===== src/rtl/inst_fetch.sv =====
// rtl/inst_fetch.sv - instruction fetch stage: byte-serial fetch, PC ownership, branch redirect
//
// Purpose: owns the PC. Fetches each 32-bit instruction as four sequential byte reads and
// holds the assembled word for the IF/ID register until the stall controller lets it pass.
//
// Ports:
//   clk, rst        clock; synchronous active-high reset
//   stall_pcreg     stall code: 00 Pass, 01 Hold, 10 Bubb, 11 treated as Hold
//   redirect_valid  taken branch/jump from EX this cycle
//   redirect_pc     redirect target
//   mem_req         byte read request
//   mem_addr        byte address of the request (low ADDR_W bits)
//   mem_valid       request completed this cycle
//   mem_rdata       returned byte
//   stall_if        fetch not ready
//   inst_valid      inst/inst_pc hold a complete instruction
//   inst            assembled instruction, little-endian
//   inst_pc         PC of inst
`timescale 1ns/1ps
module inst_fetch #(
  parameter logic [31:0] RESET_PC = 32'h0000_0000,
  parameter int          ADDR_W   = 32
) (
  input  logic              clk,
  input  logic              rst,
  input  logic [1:0]        stall_pcreg,
  input  logic              redirect_valid,
  input  logic [31:0]       redirect_pc,
  output logic              mem_req,
  output logic [ADDR_W-1:0] mem_addr,
  input  logic              mem_valid,
  input  logic [7:0]        mem_rdata,
  output logic              stall_if,
  output logic              inst_valid,
  output logic [31:0]       inst,
  output logic [31:0]       inst_pc
);

  localparam logic [0:0] S_REQ  = 1'b0;
  localparam logic [0:0] S_DONE = 1'b1;

  logic [0:0]  state;
  logic [31:0] pc;
  logic [1:0]  cnt;
  logic [31:0] inst_buf;
  logic        flush;
  logic [31:0] tgt;
  logic [31:0] byte_addr;

  // Address depends only on registered pc/cnt, so it cannot move while a request
  // is outstanding (pc/cnt only change on mem_valid in S_REQ).
  assign byte_addr  = pc + {30'b0, cnt};
  assign mem_addr   = byte_addr[ADDR_W-1:0];
  assign mem_req    = (state == S_REQ);
  assign stall_if   = (state != S_DONE);
  // A redirect in S_DONE means the held instruction is on the wrong path.
  assign inst_valid = (state == S_DONE) && !redirect_valid;
  assign inst       = inst_buf;
  assign inst_pc    = pc;

  always_ff @(posedge clk) begin
    if (rst) begin
      pc       <= RESET_PC;
      cnt      <= 2'd0;
      flush    <= 1'b0;
      inst_buf <= 32'h0;
      tgt      <= 32'h0;
      state    <= S_REQ;
    end else begin
      case (state)
        S_REQ: begin
          if (flush) begin
            // Waiting out a request that was already issued on the wrong path.
            if (redirect_valid) tgt <= redirect_pc;
            if (mem_valid) begin
              pc    <= redirect_valid ? redirect_pc : tgt;
              cnt   <= 2'd0;
              flush <= 1'b0;
            end
          end else if (redirect_valid) begin
            if (mem_valid) begin
              pc  <= redirect_pc;
              cnt <= 2'd0;
            end else begin
              flush <= 1'b1;
              tgt   <= redirect_pc;
            end
          end else if (mem_valid) begin
            case (cnt)
              2'd0:    inst_buf[7:0]   <= mem_rdata;
              2'd1:    inst_buf[15:8]  <= mem_rdata;
              2'd2:    inst_buf[23:16] <= mem_rdata;
              default: inst_buf[31:24] <= mem_rdata;
            endcase
            cnt <= cnt + 2'd1;
            if (cnt == 2'd3) state <= S_DONE;
          end
        end
        default: begin
          if (redirect_valid) begin
            pc    <= redirect_pc;
            cnt   <= 2'd0;
            state <= S_REQ;
          end else if (stall_pcreg == 2'b00) begin
            pc    <= pc + 32'd4;
            cnt   <= 2'd0;
            state <= S_REQ;
          end
        end
      endcase
    end
  end

endmodule


===== config.mk =====
export PLATFORM = sky130hd
export DESIGN_NAME = inst_fetch
export DESIGN_NICKNAME = d
export VERILOG_FILES = /design/src/rtl/inst_fetch.sv
export SDC_FILE = /design/constraint.sdc
export NUM_CORES = 1
export LEC_CHECK = 0
export CORE_MARGIN = 5
export CORE_UTILIZATION = 25
export CTS_CLUSTER_DIAMETER = 150
export DETAILED_ROUTE_END_ITERATION = 12
export PLACE_DENSITY = 0.47
export RECOVER_POWER = 50
export SLEW_MARGIN = 0
export SYNTH_ARGS = -nofsm -noshare
export SYNTH_HDL_FRONTEND = slang
export SYNTH_SLANG_ARGS = --single-unit
export TNS_END_PERCENT = 5

===== constraint.sdc =====
create_clock -name clk -period 5.6 [get_ports clk]
set_clock_uncertainty 0.1 [all_clocks]
set_input_delay 1.12 -clock clk [delete_from_list [all_inputs] [get_ports clk]]
set_output_delay 1.12 -clock clk [all_outputs]
set_load 0.1 [all_outputs]

# [Yosys cells after proc, flatten, opt, wreduce, memory -nomap -nowiden]
# Cells that the tools add are included.
[classes] add_sub_neg=3 eq_ne=5 n_mux=28 bitwise_logic=4 n_reduce_logical=16
[op_table] op="two-way mux 32 bit" count=11
[op_table] op="adder 32 x 2 -> 32 bit" count=1
[op_table] op="adder 32 x 3 -> 32 bit, second input constant" count=1
[op_table] op="AND reduction 5 bit" count=4
[op_table] op="two-way mux 2 bit" count=7
[op_table] op="two-way mux 1 bit" count=10
[op_table] op="AND reduction 3 bit" count=2
[op_table] op="== test 2 bit, second input constant" count=2
[op_table] op="zero test 2 bit" count=2
[op_table] op="inverter 1 bit" count=4
[op_table] op="nonzero test 2 bit" count=2
[op_table] op="nonzero test 4 bit" count=1
[op_table] op="inequality test 3 x 2 -> 1 bit, second input constant" count=1
[op_table] op="nonzero test 3 bit" count=1
[op_table] op="OR reduction 3 bit" count=1
[op_table] op="adder 2 x 1 -> 2 bit, second input constant" count=1
[op_table] op="== test 2 x 1 -> 1 bit, second input constant" count=1
[op_table] op="inequality test 2 x 1 -> 1 bit, second input constant" count=1
[op_table] op="AND reduction 2 bit" count=1
[op_table] op="logical AND 1 bit" count=1
[op_table] op="zero test 1 bit" count=1
[word_totals] regBits=100 in_bits=46

# [Depth between registers and ports, before layout]
# Gate-level depths: netlist of the first run.
[depth] ltp_word=6 mapped_depth=8 depth_no_buf=6

# [Worst setup path after synthesis of the first run]
# OpenSTA, ideal clock, no wires.
[synth_timing] path_kind="register to output" from="reg pc[5], in the netlist inst_pc[5]" to="out mem_addr[27]" arrival_ns=3.769 required_ns=4.380 path_slack_ns=0.611 stages_incl_launch_ff=7 path_buffers=1 path_cell_list="dfxtp_1 buf_4 nand4_1 nor4_2 and3_1 nand2b_1 xnor2_1"
[synth_via] elab_chain_len=1
[synth_lines] item="from (decl)" line="43" text="logic [31:0] pc;"
[synth_lines] item="from (signal assigned)" line="76" text="pc <= redirect_valid ? redirect_pc : tgt;"
[synth_lines] item="from (signal assigned)" line="82" text="pc <= redirect_pc;"
[synth_lines] item="from (signal assigned)" line="101" text="pc <= redirect_pc;"
[synth_lines] item="adder 32 x 2 -> 32 bit" line="52" text="assign byte_addr = pc + {30'b0, cnt};"
[synth_lines] item="to (decl)" line="30" text="output logic [ADDR_W-1:0] mem_addr,"
# Every way passes these cells.

# [Worst setup path in the final report of the first run]
[layout_timing] from="in redirect_valid" to="reg tgt[5]"
[layout_via] elab_chain_len=2
[layout_lines] item="from (decl)" line="27" text="input logic redirect_valid,"
[layout_lines] item="nonzero test 2 bit (no line) / two-way mux 32 bit (equally long branches)"
[layout_lines] item="AND reduction 3 bit (no line) / two-way mux 32 bit (equally long branches)"
[layout_lines] item="to (signal assigned)" line="74" text="if (redirect_valid) tgt <= redirect_pc;"
[layout_lines] item="to (signal assigned)" line="86" text="tgt <= redirect_pc;"
[layout_lines] item="to (decl)" line="47" text="logic [31:0] tgt;"
# Several ways; a longest one is shown, not always the timed one.
# A chain may end at the register's enable or synchronous reset.

==> results of run 1 <==
per-layer routing:
layer / up-vias / routed length, um
met5: - / 0
met3: 25 / 1221
met2: 209 / 10110
met4: 0 / 480
li1: 2974 / -
met1: 2810 / 10610
worst paths after layout:
check / end / slack (ps) / depth (start not counted)
worst max-delay path: tgt[5] / 730 / 6
worst min-delay path: inst[22] / 350 / 2
worst max register to register: inst_pc[30] / 2760 / 9
worst min register to register: inst[22] / 350 / 2
synthesized netlist by cell type, types with 15 or more instances:
library cell / count / area share, %
a21oi_1: 107 / 9.4
a22o_1: 15 / 2.3
clkbuf_1: 50 / 3.3
dfxtp_1: 100 / 35
inv_1: 15 / 0.99
nand2_1: 147 / 9.7
nand3_1: 48 / 4.2
nand4_1: 17 / 1.9
nor2_1: 38 / 2.5
nor2b_1: 15 / 1.6
nor3_1: 19 / 1.7
o21ai_0: 40 / 3.5
xor2_1: 18 / 2.8
power by group:
part           total (mW)  switching [mW]  leakage [nW]  internal, mW
Clock               0.701           0.297         0.151         0.404
Sequential          0.791          0.0473         0.816         0.744
Combinational       0.558           0.413          1.78         0.146
final cells by class:
type | count | share of cell area (%)
inverter | 16 | 0.7886
multi-input combinational | 594 | 44.21
sequential | 100 | 26.29
clock inverter | 6 | 1.150
tap | 285 | 4.682
clock buffer | 10 | 3.138
timing repair buffer | 158 | 19.75
per-stage QoR:
stage,setup slack [ps],cells,instance area (um2)
floorplan,611.4,778,5714
global placement,1279,1153,7302
detailed placement,1256,1153,7302
CTS,868.6,1169,7629
global route,376.0,1169,7616
finish,731.0,1169,7616
flip-flops by register name, summed over array words and instances, names as in the netlist:
register,cells
state,1
flush,1
inst_pc,32
inst,32
cnt,2
tgt,32
cells by family after synthesis:
family,Yosys count
and+or+nand+nor,329
AOI/OAI and AO/OA,226
DFF,100
buffers and inverters,84
xor gates and xnor gates,30
adders and majority gates,9
cell usage in the layout, fill, tap and decap left out, types with 14 or more instances in the layout:
cell               n
nor2_1            38
a22o_1            15
dlygate4sd3_1     38
xor2_1            18
nand3_1           48
clkdlybuf4s50_1   90
o21ai_0           40
a21oi_1          107
inv_1             15
nand4_1           17
nor2b_1           14
nor3_1            18
nand2_1          147
buf_4             25
dfxtp_1          100
worst reg2reg max path, cell delays in order (launching register included):
cell,delay (ps)
dfxtp_1,310
buf_4,290
nand2b_1,350
buf_4,370
inv_1,160
buf_4,290
nand4_1,210
nor4_1,350
a41oi_1,170
o32ai_1,150
==> impl_results.md, run 1 <==
- RSZ-0062 raised after global routing: no
- Crit path DAT: 4880 ps
- Sequential cell area: 2002 um2
- H-tree depth: 3
- CTS Buffer Depth: 2
- Failing checks: capacitance limit, slew limit
- Primary FF master, synth: dfxtp_1
- Fin util: 33.74%
- Setup TNS: 0 ps
- Vias: 6018
- Grt total ovfl: 0
- Die width: 161.2 um
- Inserted Diodes: 0
- Hold Path Class: reg2reg
- Clock Latency Late Sink: 350 ps
- Number of global-route vias before repair: 5588
- Fin crit share: 86.95%
- Worst hold start: inst[22]
- Grt peak-use layer: met2
- Worst-Margin Slew: 2614 ps
- Synthesized net count: 833
- Sink Count: 100
- Global-route track usage on met2: 25.36%
- Avg Cell Area, Syn: 7.345 um2
- Pwr per Cell Area: 269.2 nW/um2
- Status: complete, but fails checks
- Cell Rows: 55
- Post-synthesis compound-gate area fraction: 24.52%
- R2R Path Start: state
- Largest family of logic cells by synthesized area: simple AND/OR/NAND/NOR gates
- CP bufs+invs: 3
- Multi-input gate area: 3367 um2
- WL per Instance: 19.18 um
- Port-buffer cells: 144
- Launch point of the worst path: redirect_valid
- Worst-path maximum fanout: 43
- Cts repair resizes: 0
- Area grow syn2layout: 33.28%
- Die area: 25980 um2
- XOR/XNOR share of the synthesized area: 4.598%
- Seq/Total Area, Yosys: 35.03%
- Simple-gate share of the synthesized area: 27.46%
- First-pass GRT wire length: 33.87 mm
- Critical path class: in2reg
- CP required: 5610 ps
- Syn Inst Count: 778
- Drt total wl: 22.42 mm
- Initial Util: 25.32%
- GR Util met3: 2.067%
- Final min period: 4869 ps
- Number of fill cells: 2448
- Cell Chain, Critical Path: dlygate4sd3_1 > clkbuf_1 > nand3_1 > clkbuf_1 > nand2_1 > a21oi_1
- Slew HR: -74.28%
- Post-synth EDFFs: 0
- Final net count: 934
- Hold Vio Cnt, Final: 0
- Setup bufs post-CTS: 0
- LEAKAGE: 2.752 nW
- Core area: 22570 um2
- Clk slew on worst S/H paths: 70 ps
- Initial antenna violation count: 0
- Most common cell on crit path: clkbuf_1
- CP Capture Type: flop
- CTS tree: done
- Hold WS: 354.6 ps
- Hold-fix buffers at CTS: 0
- Max-slew violation count: 142
- Post-route ant nets: 0
- Crit path max-delay family: buffers and inverters
- Peak VDD IR: 153.6 uV
- Met1 Track Usage GR: 24.11%
- Yosys cell types: 60
- Num CTS Buffers: 9
- # setup viols final: 0
- Root Driver: clkbuf_16
- Fmax: 0.2054 GHz
- Post-DP HPWL: 16.16 mm
- Via density: 5.148
- Synth async-reset ratio: 0%
- Layout cells sized above 1: 6.109%
- Multiplexer share of the synthesized area: 0%
- Die H: 161.2 um
- Worst path slowest cell: clkbuf_1
- Synthesized area: 5714 um2
- Overall power: 2.051 mW
- Maxcap violations: 3
- Drt first pass iters: 5
- Io pins: 145
- Yosys reg bits: 100
- Crit path launch type: input pin
- Post-Synth Adder-Cell Area: 2.102%
- Critical path's largest stage delay: 1410 ps
- Drt drc: 0
- DR iter-0 viols: 537
- GP Congestion: 0.8693
- Largest net degree at the start of global routing: 57
- Ys Warns: 0
- Total track usage: 16.54%
(Power assumes the default switching activity.)
==> run 2: changes to the inputs <==
PLACE_DENSITY = 0.5   (was 0.47)
==> run 2 against run 1 <==
First-iteration DRC count increased by 24%. Largest power group unchanged. The run still ends with capacitance limit, slew limit left. Cell count about the same. Highest routed layer unchanged. Cell area decreased by 0.33%. Non-clock buffer count unchanged. Largest cell class unchanged. Clock power decreased by 5.0%. Count of clock-buffer cells in the layout unchanged.
==> impl_results.md, run 2 (same netlist as run 1, synthesis figures left out) <==
- Status: complete, but fails checks
- Failing checks: capacitance limit, slew limit
- Drt drc: 0
- Hold-fix buffers at CTS: 0
- Initial Util: 25.32%
- Post-DP HPWL: 15.91 mm
- CTS tree: done
- Num CTS Buffers: 9
- Drt first pass iters: 5
- Most common cell after layout, fill and taps aside: nand2_1
- Crit path DAT: 3490 ps
- GP Congestion: 0.8771
- Worst R2R Setup Slack: 2240 ps
- R2R Path End: inst[18]
- CP required: 4380 ps
- Number of global-route vias before repair: 5522
- Worst-path maximum fanout: 13
- Total track usage: 16.59%
- Maxcap violations: 2
- DR iter-0 viols: 668
- Core area: 22570 um2
- Sink Count: 100
- Hold Path Class: reg2reg
- CTS Buffer Depth: 2
- Hold path depth: 2
- H-tree depth: 3
- Hold Vio Cnt, Final: 0
- LEAKAGE: 2.740 nW
- Die width: 161.2 um
- Setup TNS: 0 ps
- CP Capture Type: primary output
- First-pass GRT wire length: 33.97 mm
- Largest net degree at the start of global routing: 59
- Clock Latency Late Sink: 350 ps
- Drt total wl: 22.38 mm
- Launch point of the worst path: cnt[0]
- Worst path slowest cell: clkdlybuf4s50_1
- Crit path launch type: flop
- Fin crit share: 84.15%
- Cts repair resizes: 0
- Cell Chain, Critical Path: ha_1 > inv_1 > fa_1 > nor3_1 > xor2_1 > clkdlybuf4s50_1
- Crit path max-delay family: buffers and inverters
- Fin cells: 1170
- Vias: 5988
- Initial antenna violation count: 1
- Cell Rows: 55
- Pwr per Cell Area: 265.7 nW/um2
- Clk slew on worst S/H paths: 70 ps
- Final net count: 934
- Post-route ant nets: 0
- Die area: 25980 um2
- Critical path's largest stage delay: 1180 ps
- Grt total ovfl: 0
- Most frequent cells in the layout: 147 x nand2_1, 107 x a21oi_1, 100 x dfxtp_1
- Die H: 161.2 um
- Fmax: 0.2122 GHz
- Area grow syn2layout: 32.84%
- Slew HR: -91.17%
- Worst setup path end: mem_addr[14]
- Worst-Margin Slew: 2868 ps
- Layout cells sized above 1: 6.335%
- Number of fill cells: 2442
- Critical path class: reg2out
- # setup viols final: 0
- Number of cells after detailed placement: 1153
- Peak VDD IR: 120.4 uV
- R2R Path Start: flush
- Final min period: 4713 ps
- RSZ-0062 raised after global routing: no
- CP Depth: 6
- Io pins: 145
- Setup bufs post-CTS: 0
- WL per Instance: 19.13 um
- R2r worst-path depth: 6
- Root Driver: clkbuf_16
- CP bufs+invs: 2
- Fin util: 33.63%
- Port-buffer cells: 144
- Via density: 5.118
- Max-slew violation count: 98
- Hold WS: 352.4 ps
## run 2: worst reg2reg max path, delay by kind of cell, from the launching register on
family                 cells  cell delay, ps
flip-flops                 1             560
AO/OA/AOI/OAI              1              80
AND/OR/NAND/NOR            4            1200
buffers and inverters      1            1180
## run 2: power by group
| part | total, mW | internal, mW | switching (mW) |
|---|---|---|---|
| Combinational | 0.560 | 0.146 | 0.414 |
| Sequential | 0.791 | 0.744 | 0.0474 |
| Clock | 0.666 | 0.364 | 0.302 |
## run 2: worst min-delay path by stage
| stage | to | from | slack [ps] |
|---|---|---|---|
| 2_1_floorplan | tgt[20] | tgt[20] | 340 |
| 3_3_place_gp | tgt[4] | tgt[4] | 340 |
| 3_5_place_dp | inst[13] | inst[13] | 350 |
| 4_1_cts | inst[13] | inst[13] | 360 |
| 5_1_grt | tgt[24] | tgt[24] | 370 |
| 6_report | inst[13] | inst[13] | 350 |
## run 2: layer usage
metal	track usage [%]	up-vias	part of all wire [%]
li1	-	2970	-
met1	24.31	2812	46
met2	25.21	188	46
met3	3.062	18	6.6
met4	3.994	0	1.1
met5	0	-	0
## run 2: final cells by class
type                       instances  area [um2]  share of cell area [%]
multi-input combinational        594        3362                   44.29
sequential                       100        2002                   26.37
timing repair buffer             158        1498                   19.73
tap                              285       356.6                   4.698
clock buffer                      10       239.0                   3.148
clock inverter                     6       71.32                  0.9395
inverter                          16       60.06                  0.7912
antenna                            1       2.502                 0.03297
## run 2: metrics by stage
step | power (mW) | area [um2] | setup WS (ps)
floorplan | 1.197 | 5714 | 611.4
global placement | 1.368 | 7297 | 1258
detailed placement | 1.369 | 7297 | 1254
CTS | 2.041 | 7607 | 863.1
global route | 2.095 | 7591 | 606.8
finish | 2.017 | 7591 | 887.3
